[src/rtl/x_micro_scope_dump_pkg.sv]
// Shared definitions for the micro scope and its dump sequencer.
//   SCOPE_DEPTH_LOG2 : capture RAM address width
//   SCOPE_DATA_W     : capture sample width (multiple of 8)
//   dump_state_t     : dump sequencer FSM states
package x_micro_scope_pkg;

    localparam int unsigned SCOPE_DEPTH_LOG2 = 11;
    localparam int unsigned SCOPE_DATA_W     = 32;

    typedef enum logic [2:0] {
        StIdle,
        StArm,
        StWait,
        StRead,
        StLatch,
        StSend
    } dump_state_t;

endpackage

[src/rtl/x_micro_scope_dump_if.sv]
// Byte stream (valid/ready) between the dump sequencer and the host transmitter.
//   tx_data  : byte being offered
//   tx_valid : byte valid, held with tx_data until accepted
//   tx_ready : transmitter accepts when high together with tx_valid
//   master   : byte source (dump sequencer)
//   slave    : byte sink (transmitter)
interface x_micro_scope_dump_if;

    logic [7:0] tx_data;
    logic       tx_valid;
    logic       tx_ready;

    modport master (
        output tx_data,
        output tx_valid,
        input  tx_ready
    );

    modport slave (
        input  tx_data,
        input  tx_valid,
        output tx_ready
    );

endinterface

[src/rtl/x_micro_scope_dump_ser.sv]
// Word-to-byte serializer for the scope dump.
//   i_clk, i_rst  : clock, asynchronous active-high reset
//   i_load        : load i_word and start offering its bytes, LSB byte first
//   i_word        : sample word to serialize
//   i_tx_ready    : downstream ready
//   o_tx_data     : current byte
//   o_tx_valid    : byte valid, held until accepted
//   o_last_byte   : high in the cycle the final byte of the word is accepted
module x_micro_scope_dump_ser #(
    parameter int unsigned DATA_W = 32
) (
    input  logic              i_clk,
    input  logic              i_rst,
    input  logic              i_load,
    input  logic [DATA_W-1:0] i_word,
    input  logic              i_tx_ready,
    output logic [7:0]        o_tx_data,
    output logic              o_tx_valid,
    output logic              o_last_byte
);

    localparam int unsigned BYTES = DATA_W / 8;
    localparam int unsigned CNT_W = (BYTES > 1) ? $clog2(BYTES) : 1;
    localparam logic [CNT_W-1:0] LAST_CNT = CNT_W'(BYTES - 1);

    logic [DATA_W-1:0] r_shift;
    logic [CNT_W-1:0]  r_cnt;
    logic              r_valid;
    logic              w_accept;

    assign w_accept    = r_valid & i_tx_ready;
    assign o_last_byte = w_accept & (r_cnt == LAST_CNT);
    assign o_tx_data   = r_shift[7:0];
    assign o_tx_valid  = r_valid;

    always_ff @(posedge i_clk or posedge i_rst) begin
        if (i_rst) begin
            r_shift <= '0;
            r_cnt   <= '0;
            r_valid <= 1'b0;
        end else if (i_load) begin
            r_shift <= i_word;
            r_cnt   <= '0;
            r_valid <= 1'b1;
        end else if (w_accept) begin
            r_shift <= r_shift >> 8;
            r_cnt   <= r_cnt + 1'b1;
            if (o_last_byte) begin
                r_valid <= 1'b0;
            end
        end
    end

endmodule

[src/rtl/x_micro_scope_dump.sv]
// Read-side sequencer for the micro scope: arms a capture, waits for it to
// finish, then reads every RAM word and streams it out as little-endian bytes.
//   i_clk, i_rst  : clock, asynchronous active-high reset
//   i_trigger     : capture+dump request, honoured only when idle
//   o_busy        : dump in progress
//   o_done        : pulse with acceptance of the final byte
//   o_start       : capture start pulse to the scope
//   i_scope_busy  : scope capture in progress
//   o_ren/o_raddr : scope read port
//   i_rdata       : scope read data, valid the cycle after o_ren
//   tx            : byte stream source
module x_micro_scope_dump
    import x_micro_scope_pkg::*;
#(
    parameter int unsigned DEPTH_LOG2 = SCOPE_DEPTH_LOG2,
    parameter int unsigned DATA_W     = SCOPE_DATA_W
) (
    input  logic                  i_clk,
    input  logic                  i_rst,
    input  logic                  i_trigger,
    output logic                  o_busy,
    output logic                  o_done,
    output logic                  o_start,
    input  logic                  i_scope_busy,
    output logic                  o_ren,
    output logic [DEPTH_LOG2-1:0] o_raddr,
    input  logic [DATA_W-1:0]     i_rdata,
    x_micro_scope_dump_if.master  tx
);

    dump_state_t           r_state;
    dump_state_t           w_next;
    logic [DEPTH_LOG2-1:0] r_addr;
    logic                  w_last_addr;
    logic                  w_last_byte;
    logic                  w_load;

    // Explicit compare so the final word is detected without relying on wrap.
    assign w_last_addr = (r_addr == {DEPTH_LOG2{1'b1}});
    assign w_load      = (r_state == StLatch);
    assign o_raddr     = r_addr;

    always_ff @(posedge i_clk or posedge i_rst) begin
        if (i_rst) begin
            r_state <= StIdle;
        end else begin
            r_state <= w_next;
        end
    end

    always_comb begin
        w_next = r_state;
        unique case (r_state)
            StIdle:  if (i_trigger) w_next = StArm;
            // One cycle for the scope's busy flag to appear.
            StArm:   w_next = StWait;
            StWait:  if (!i_scope_busy) w_next = StRead;
            StRead:  w_next = StLatch;
            StLatch: w_next = StSend;
            StSend: begin
                if (w_last_byte) begin
                    w_next = w_last_addr ? StIdle : StRead;
                end
            end
            default: w_next = StIdle;
        endcase
    end

    always_comb begin
        o_busy  = 1'b1;
        o_start = 1'b0;
        o_ren   = 1'b0;
        o_done  = 1'b0;
        unique case (r_state)
            StIdle: begin
                o_busy  = 1'b0;
                o_start = i_trigger;
            end
            StRead:  o_ren  = 1'b1;
            StSend:  o_done = w_last_byte & w_last_addr;
            default: ;
        endcase
    end

    always_ff @(posedge i_clk or posedge i_rst) begin
        if (i_rst) begin
            r_addr <= '0;
        end else if ((r_state == StIdle) && i_trigger) begin
            r_addr <= '0;
        end else if ((r_state == StSend) && w_last_byte && !w_last_addr) begin
            r_addr <= r_addr + 1'b1;
        end
    end

    x_micro_scope_dump_ser #(
        .DATA_W (DATA_W)
    ) u_ser (
        .i_clk       (i_clk),
        .i_rst       (i_rst),
        .i_load      (w_load),
        .i_word      (i_rdata),
        .i_tx_ready  (tx.tx_ready),
        .o_tx_data   (tx.tx_data),
        .o_tx_valid  (tx.tx_valid),
        .o_last_byte (w_last_byte)
    );

endmodule

[src/flat_wrapper.sv]
// flat-port wrapper written by rule: the top's interface ports become plain ports
module x_micro_scope_dump_flat import x_micro_scope_pkg::*;
#(
    parameter int unsigned DEPTH_LOG2 = SCOPE_DEPTH_LOG2,
    parameter int unsigned DATA_W     = SCOPE_DATA_W
)
  (i_clk, i_rst, i_trigger, o_busy, o_done, o_start, i_scope_busy, o_ren, o_raddr, i_rdata, tx_tx_data, tx_tx_valid, tx_tx_ready);
  x_micro_scope_dump_if tx_i ();
  input  logic i_clk;
  input  logic i_rst;
  input  logic i_trigger;
  output logic o_busy;
  output logic o_done;
  output logic o_start;
  input  logic i_scope_busy;
  output logic o_ren;
  output logic [DEPTH_LOG2-1:0] o_raddr;
  input  logic [DATA_W-1:0] i_rdata;
  output wire logic [$bits(tx_i.tx_data)-1:0] tx_tx_data;
  output wire logic [$bits(tx_i.tx_valid)-1:0] tx_tx_valid;
  input wire logic [$bits(tx_i.tx_ready)-1:0] tx_tx_ready;
  assign tx_tx_data = tx_i.tx_data;
  assign tx_tx_valid = tx_i.tx_valid;
  assign tx_i.tx_ready = tx_tx_ready;
  x_micro_scope_dump #(.DEPTH_LOG2(DEPTH_LOG2), .DATA_W(DATA_W)) u_core (.i_clk(i_clk), .i_rst(i_rst), .i_trigger(i_trigger), .o_busy(o_busy), .o_done(o_done), .o_start(o_start), .i_scope_busy(i_scope_busy), .o_ren(o_ren), .o_raddr(o_raddr), .i_rdata(i_rdata), .tx(tx_i));
endmodule
[config.mk]
export PLATFORM = sky130hd
export DESIGN_NAME = x_micro_scope_dump_flat
export DESIGN_NICKNAME = d
export VERILOG_FILES = /design/src/rtl/x_micro_scope_dump_pkg.sv /design/src/rtl/x_micro_scope_dump_if.sv /design/src/rtl/x_micro_scope_dump_ser.sv /design/src/rtl/x_micro_scope_dump.sv /design/src/flat_wrapper.sv
export SDC_FILE = /design/constraint.sdc
export NUM_CORES = 1
export LEC_CHECK = 0
export CORE_ASPECT_RATIO = 1.75
export CORE_MARGIN = 4
export CORE_UTILIZATION = 35
export DETAILED_ROUTE_END_ITERATION = 16
export PLACE_DENSITY = 0.7
export SLEW_MARGIN = 20
export SYNTH_ARGS = -nofsm -noshare
export SYNTH_HDL_FRONTEND = slang
export SYNTH_HIERARCHICAL = 1
export SYNTH_SLANG_ARGS = --single-unit
[constraint.sdc]
create_clock -name i_clk -period 2 [get_ports i_clk]
set_clock_uncertainty 0.2 [all_clocks]
set_input_delay 0.4 -clock i_clk [delete_from_list [all_inputs] [get_ports i_clk]]
set_output_delay 0.4 -clock i_clk [all_outputs]
set_load 0.1 [all_outputs]
==> qor.yml, run 1 <==
outcome:
  status: "complete, but fails checks"
  failed_checks: "negative setup slack"
route:
  first_iter_violations: 115
  firstDrtPassIters: 4
  vias: 2299
  avgRoutedWirePerCell_um: 14.53
  ant_nets: 0
  routed_wirelength_um: 6452
  post-route-drc-count: 0
  vias_per_cell: 5.178
critical_path:
  start_kind: "register"
  critPathSlowestCell: "dfrtp_1"
  end_kind: "primary output"
  critPathMaxStageDelay_ns: 0.36
  crit_fanout: 3
  crit_chain: "ha_2 -> and3_4 -> and4b_2 -> nand2b_4 -> nor3_4 -> buf_12"
  crit_arrival_ns: 1.74
  critPathTopFamily: "simple AND/OR/NAND/NOR gates"
  required_ns: 1.40
  worst-path-buf-inv: 1
  critPathKind: "register to primary output"
clocking:
  numClockSinks: 49
  cts_max_level: 2
  cts_tree: "yes"
  ctsLongestPathBuffers: 2
  numCtsBuffers: 5
  cts_hold_buf: 0
  cts_root_buf: "clkbuf_16"
  path_clk_slew_ns: 0.06
  clkLatencyLatePin_ns: 0.29
die:
  die_h_um: 126.1
  start_util: 0.3637
  core-area_sq_mm: 0.007672
  num_io_pins: 61
  chipWidth_um: 75.50
  dieArea_sq_mm: 0.009521
  num_rows: 42
placement:
  place_inst: 429
  place_area_sq_mm: 0.003855
  io_buffer_count: 60
  dp_hpwl_um: 4466
  gp_congestion: 0.8305
  preCtsSetupSlack_ns: -0.4600
layout:
  diodes: 0
  syn2layout_area_growth_pct: 46.46
  fin_nets: 394
  layout-drive-gt1-share: 0.3202
  postLayoutCoreUtil: 0.5326
  fin_area_sq_mm: 0.004086
  finalNonFillerCells: 444
  fill_cells: 675
logic_synthesis:
  ys_ff_latch: 49
  synth_area_leaders: "dfrtp_1, nand4b_1, nand2b_1"
  synth_seq_area_share: 0.4395
  synth_nets: 323
  synth_top_area_frac: 0.4395
  ys_async_sr_fraction: 1.000
  synth_cells: 284
  syn_area_sq_mm: 0.002790
  synth_top_cell_by_area: "dfrtp_1"
  synth_ff_type: "dfrtp_1"
  synth.most_common_cell: "dfrtp_1"
  yosysUniqueCellTypes: 39
  yosys_warnings: 6
  synthTopCellsByCount: "dfrtp_1, nand2_1, nand2b_1, nand4b_1, inv_1"
  synth_edf_count: 0
  postSynthAreaPerCell_sq_um: 9.825
grt:
  grt_pass1_vias: 2341
  groute.usage.overall: 0.1442
  grt_overflow: 0
  antenna_found_initial: 0
  grt_max_degree: 92
  grt_first_pass_wirelength_um: 10800
pwr:
  pwr-share-comb: 0.537
  leakagePower_nw: 1.708
  power_mw: 5.170
  seqPwrFrac: 0.300
  ir_drop_v: 0.0006202
  switching_share: 0.4244
  p_int_mw: 2.976
  clkPwrFrac: 0.163
  powerDensity_mw_per_mm2: 1265
  switching_power_mw: 2.194
timing:
  setup_violations: 10
  period_minus_slack_ns: 2.343
  clock.fmax_ghz: 0.4268
  rsz0062_at_grt: "yes"
  tightestPinTransition_ns: 0.5852
  final_hold_viol_count: 0
  max_slew_margin: 0.6095
  period_share: 1.172
  maxSlewViolCount: 0
  setup_ws_ns: -0.3432
min_path:
  hp-class: "input port to asynchronous set/reset pin"
flow_run:
  cap_violations: 0
[power groups by stage]
stage / Clock (mW) / Sequential (mW) / Combinational, mW
finish: 0.842 / 1.55 / 2.78
global route: 0.908 / 1.59 / 2.97
detailed placement: 0 / 1.57 / 2.74
floorplan: 0 / 1.57 / 1.97
global placement: 0 / 1.55 / 2.69
CTS: 0.861 / 1.56 / 2.80
[final timing paths]
| path | start | cells past startpoint | end | slack, ns |
|---|---|---|---|---|
| setup / recovery | u_core/u_ser/r_cnt[0]$_DFFE_PP0P_ | 6 | o_done | -0.34 |
| hold / removal | i_rst | 2 | u_core/u_ser/r_shift[6]$_DFFE_PP0P_ | 0.25 |
| setup reg to reg | u_core/u_ser/r_cnt[0]$_DFFE_PP0P_ | 8 | u_core/o_raddr[9]$_DFFE_PP0P_ | -0.23 |
| hold reg to reg | u_core/u_ser/r_shift[31]$_DFFE_PP0P_ | 2 | u_core/u_ser/r_shift[31]$_DFFE_PP0P_ | 0.34 |
| max in group asynchronous | i_rst | 2 | u_core/o_raddr[0]$_DFFE_PP0P_ | 0.82 |
| min in group i_clk | u_core/u_ser/r_shift[31]$_DFFE_PP0P_ | 2 | u_core/u_ser/r_shift[31]$_DFFE_PP0P_ | 0.34 |
[logic make-up after synthesis]
kind of cell / share of synthesized area
and+or+nand+nor: 0.2547
AOI/OAI and AO/OA: 0.1937
DFF: 0.4395
buffers and inverters: 0.09596
adders and majority gates: 0.008967
xor gates and xnor gates: 0.003140
muxes: 0.004036
[cells in the final DEF (no fill, tap or decap), types with 3 or more instances in the layout]
master / instances
o21ai_1: 8
nor3_1: 4
buf_4: 29
nand2b_1: 25
clkbuf_16: 5
buf_12: 29
o311ai_2: 6
o31ai_1: 5
nand4b_1: 24
nand3_1: 7
a21oi_1: 11
dfrtp_2: 7
clkdlybuf4s50_1: 35
o21ai_0: 5
o211ai_2: 13
a21o_1: 3
nand2_1: 38
dfrtp_1: 37
inv_1: 15
dfrtp_4: 5
o211ai_1: 3
nor2_1: 5
[worst reg2reg max path, cell delays in order, from the launching register on]
cell	delay, ns
dfrtp_1	0.36
ha_2	0.18
and3_4	0.17
and4b_2	0.26
buf_4	0.11
buf_4	0.09
o31ai_1	0.10
or4_1	0.51
a21oi_2	0.17
[metal layers]
| layer | part of all wire | global-route usage | vias to the layer above |
|---|---|---|---|
| met3 | 0.035 | 0.02233 | 8 |
| met5 | 0 | 0 | - |
| met1 | 0.41 | 0.1788 | 1096 |
| met4 | 0.023 | 0.05870 | 0 |
| met2 | 0.53 | 0.2420 | 52 |
| li1 | - | - | 1143 |
[state kept, by name (all words and copies together), names as in the netlist]
name	cells
u_core/o_raddr	11
u_core/r_state	3
u_core/u_ser/r_cnt	2
u_core/u_ser/r_shift	32
u_core/u_ser/o_tx_valid	1
[cell type report]
cell class	count	area, sq um	area share
inverters	16	61.31	0.01500
clock inverters	3	22.52	0.005511
multi-input cells	189	1356	0.3319
repair buffers	94	1157	0.2832
well taps	88	110.1	0.02694
clock buffers	5	125.1	0.03062
flip-flops and latches	49	1254	0.3068
[stage by stage]
step | hold WS (ns) | setup TNS (ns)
after floorplan | 0.08883 | -1.808
after global placement | 0.3196 | -3.257
after detailed placement | 0.3311 | -5.067
after CTS | 0.2505 | -0.8220
after global routing | 0.2959 | -2.263
final | 0.2499 | -1.101
[timing repair]
action / in CTS / in global routing
pin swaps: 6 / 1
buffers inserted: 7 / 1
endpoints found under the setup margin: 8 / 13
gates resized for setup: 6 / 3
Note: power is estimated with default switching activity, not from simulation.
==> run 2: changes to the inputs <==
- CORE_UTILIZATION: 35 -> 30
- PLACE_DENSITY: 0.7 -> 0.63
==> run 2 against run 1 <==
Against the previous run:
- the flow still finishes with violations (negative setup slack)
- cell count increased by 7.2%
- sequential share of layout area down 0.61 points
- combinational power about the same
- largest power group unchanged
==> qor.yml, run 2 (same netlist as run 1, synthesis figures left out) <==
timing:
  setup_ws_ns: -0.3299  # +0.01338 ns
  period_minus_slack_ns: 2.330  # -0.01338 ns
  clock.fmax_ghz: 0.4292  # +0.57%
  period_share: 1.165  # -0.006691
  setup_violations: 10  # unchanged
  final_hold_viol_count: 0  # unchanged
  max_slew_margin: 0.6098  # about the same
  maxSlewViolCount: 0  # unchanged
  rsz0062_at_grt: "yes"
  tightestPinTransition_ns: 0.5847  # -0.0004521 ns
critical_path:
  r2r_slack_ns: -0.26  # -0.03 ns
  start_kind: "register"
  critPathTopFamily: "simple AND/OR/NAND/NOR gates"
  critPathKind: "register to primary output"
  critPathMaxStageDelay_ns: 0.36  # about the same
  worst-path-buf-inv: 1  # unchanged
  crit_chain: "ha_2 -> and3_4 -> and4b_1 -> nand2b_1 -> nor3_4 -> buf_12"
  required_ns: 1.40  # about the same
  crit_arrival_ns: 1.73  # about the same
  critPathSlowestCell: "dfrtp_1"
  crit_fanout: 2  # -1
  end_kind: "primary output"
clocking:
  clkLatencyLatePin_ns: 0.29  # about the same
  cts_hold_buf: 0  # unchanged
  cts_tree: "yes"
  cts_root_buf: "clkbuf_16"
  path_clk_slew_ns: 0.07  # about the same
  numClockSinks: 49  # unchanged
  cts_max_level: 2  # unchanged
  ctsLongestPathBuffers: 2  # unchanged
  numCtsBuffers: 5  # unchanged
placement:
  preCtsSetupSlack_ns: -0.4692  # -0.009214 ns
  dp_hpwl_um: 4729  # +5.9%
  place_inst: 465  # +8.4%
  gp_congestion: 0.8369  # +0.77%
  io_buffer_count: 60  # unchanged
die:
  die_h_um: 135.6  # +7.5%
  core-area_sq_mm: 0.009094  # +19%
  dieArea_sq_mm: 0.01097  # +15%
  chipWidth_um: 80.90  # +7.2%
  start_util: 0.3068  # -0.05684
  num_rows: 46  # +9.5%
  num_io_pins: 61  # unchanged
outcome:
  status: "complete, but fails checks"
  failed_checks: "negative setup slack"
route:
  vias_per_cell: 4.868  # -6.0%
  routed_wirelength_um: 6831  # +5.9%
  first_iter_violations: 77  # -33%
  vias: 2317  # +0.78%
  firstDrtPassIters: 4  # unchanged
  avgRoutedWirePerCell_um: 14.35  # -1.2%
  ant_nets: 0  # unchanged
  post-route-drc-count: 0  # unchanged
layout:
  largest-register: "u_core/u_ser/r_shift"
  layout_common_cells: "nand2_1, dfrtp_1, clkdlybuf4s50_1, buf_12, buf_4"
  finalNonFillerCells: 476  # +7.2%
  diodes: 0  # unchanged
  syn2layout_area_growth_pct: 49.42
  layout-drive-gt1-share: 0.3258  # +0.005618
  postLayoutCoreUtil: 0.4584  # -0.07417
  fin_nets: 394  # unchanged
  final_common_cell: "nand2_1"
  largest_reg_flops: 32  # unchanged
grt:
  grt_max_degree: 92  # unchanged
  grt_pass1_vias: 2276  # -2.8%
  antenna_found_initial: 0  # unchanged
  grt_first_pass_wirelength_um: 11100  # +2.8%
  grt_overflow: 0  # unchanged
  groute.usage.overall: 0.1290  # -0.01522
pwr:
  ir_drop_v: 0.0007177  # +16%
  powerDensity_mw_per_mm2: 1272  # +0.54%
  power_mw: 5.302  # +2.6%
  leakagePower_nw: 1.729  # +1.3%
flow_run:
  cap_violations: 0  # unchanged
min_path:
  hp-class: "input port to asynchronous set/reset pin"
[run 2: area by class of cell]
cell class / instances / area (sq um)
clock buffers: 6 / 138.9
clock inverters: 2 / 37.54
fillers: 873 / 4925
inverters: 16 / 61.31
multi-input cells: 189 / 1371
flip-flops and latches: 49 / 1254
well taps: 120 / 150.1
repair buffers: 94 / 1156
[run 2: what timing repair did]
item / 4_1_cts / 5_1_grt
resized for setup: 4 / 12
pin swaps: 5 / 3
setup endpoints to repair: 11 / 13
setup buffers: 3 / 2
[run 2: report_power, final]
| group | internal (mW) | total, mW | switching [mW] |
|---|---|---|---|
| Clock | 0.625 | 1.00 | 0.379 |
| Combinational | 1.16 | 2.75 | 1.59 |
| Sequential | 1.33 | 1.55 | 0.222 |
[run 2: through the flow]
step           TNS [ns]  cell area (sq um)  hold slack (ns)
3_5_place_dp     -6.017               3913           0.3225
5_1_grt          -2.238               4169           0.3348
2_1_floorplan    -1.808               2848          0.08883
4_1_cts          -1.237               4121           0.3184
6_report         -1.319               4169           0.3097
3_3_place_gp     -4.382               3913           0.3208
[run 2: worst reg2reg max path, stage by stage (launching register included)]
cell      delay [ns]
dfrtp_1         0.36
ha_2            0.20
and3_4          0.18
and4b_1         0.21
nand2b_1        0.12
buf_4           0.16
buf_6           0.11
or4_4           0.52
a21oi_2         0.14
[run 2: metal layers]
metal | wire (um) | up-vias | track usage
met5 | 0 | - | 0
met2 | 3637 | 60 | 0.2150
met1 | 2737 | 1103 | 0.1604
met3 | 280 | 12 | 0.02197
li1 | - | 1142 | -
met4 | 175 | 0 | 0.05733
[run 2: final timing paths]
kind	from	to	cells past startpoint
max	u_core/u_ser/r_cnt[0]$_DFFE_PP0P_	o_done	6
min	i_rst	u_core/u_ser/r_shift[7]$_DFFE_PP0P_	3
max reg2reg	u_core/u_ser/r_cnt[0]$_DFFE_PP0P_	u_core/o_raddr[6]$_DFFE_PP0P_	8
min reg2reg	u_core/u_ser/r_shift[26]$_DFFE_PP0P_	u_core/u_ser/r_shift[26]$_DFFE_PP0P_	2
max in group asynchronous	i_rst	u_core/o_raddr[4]$_DFFE_PP0P_	2
min in group i_clk	u_core/u_ser/r_shift[26]$_DFFE_PP0P_	u_core/u_ser/r_shift[26]$_DFFE_PP0P_	2
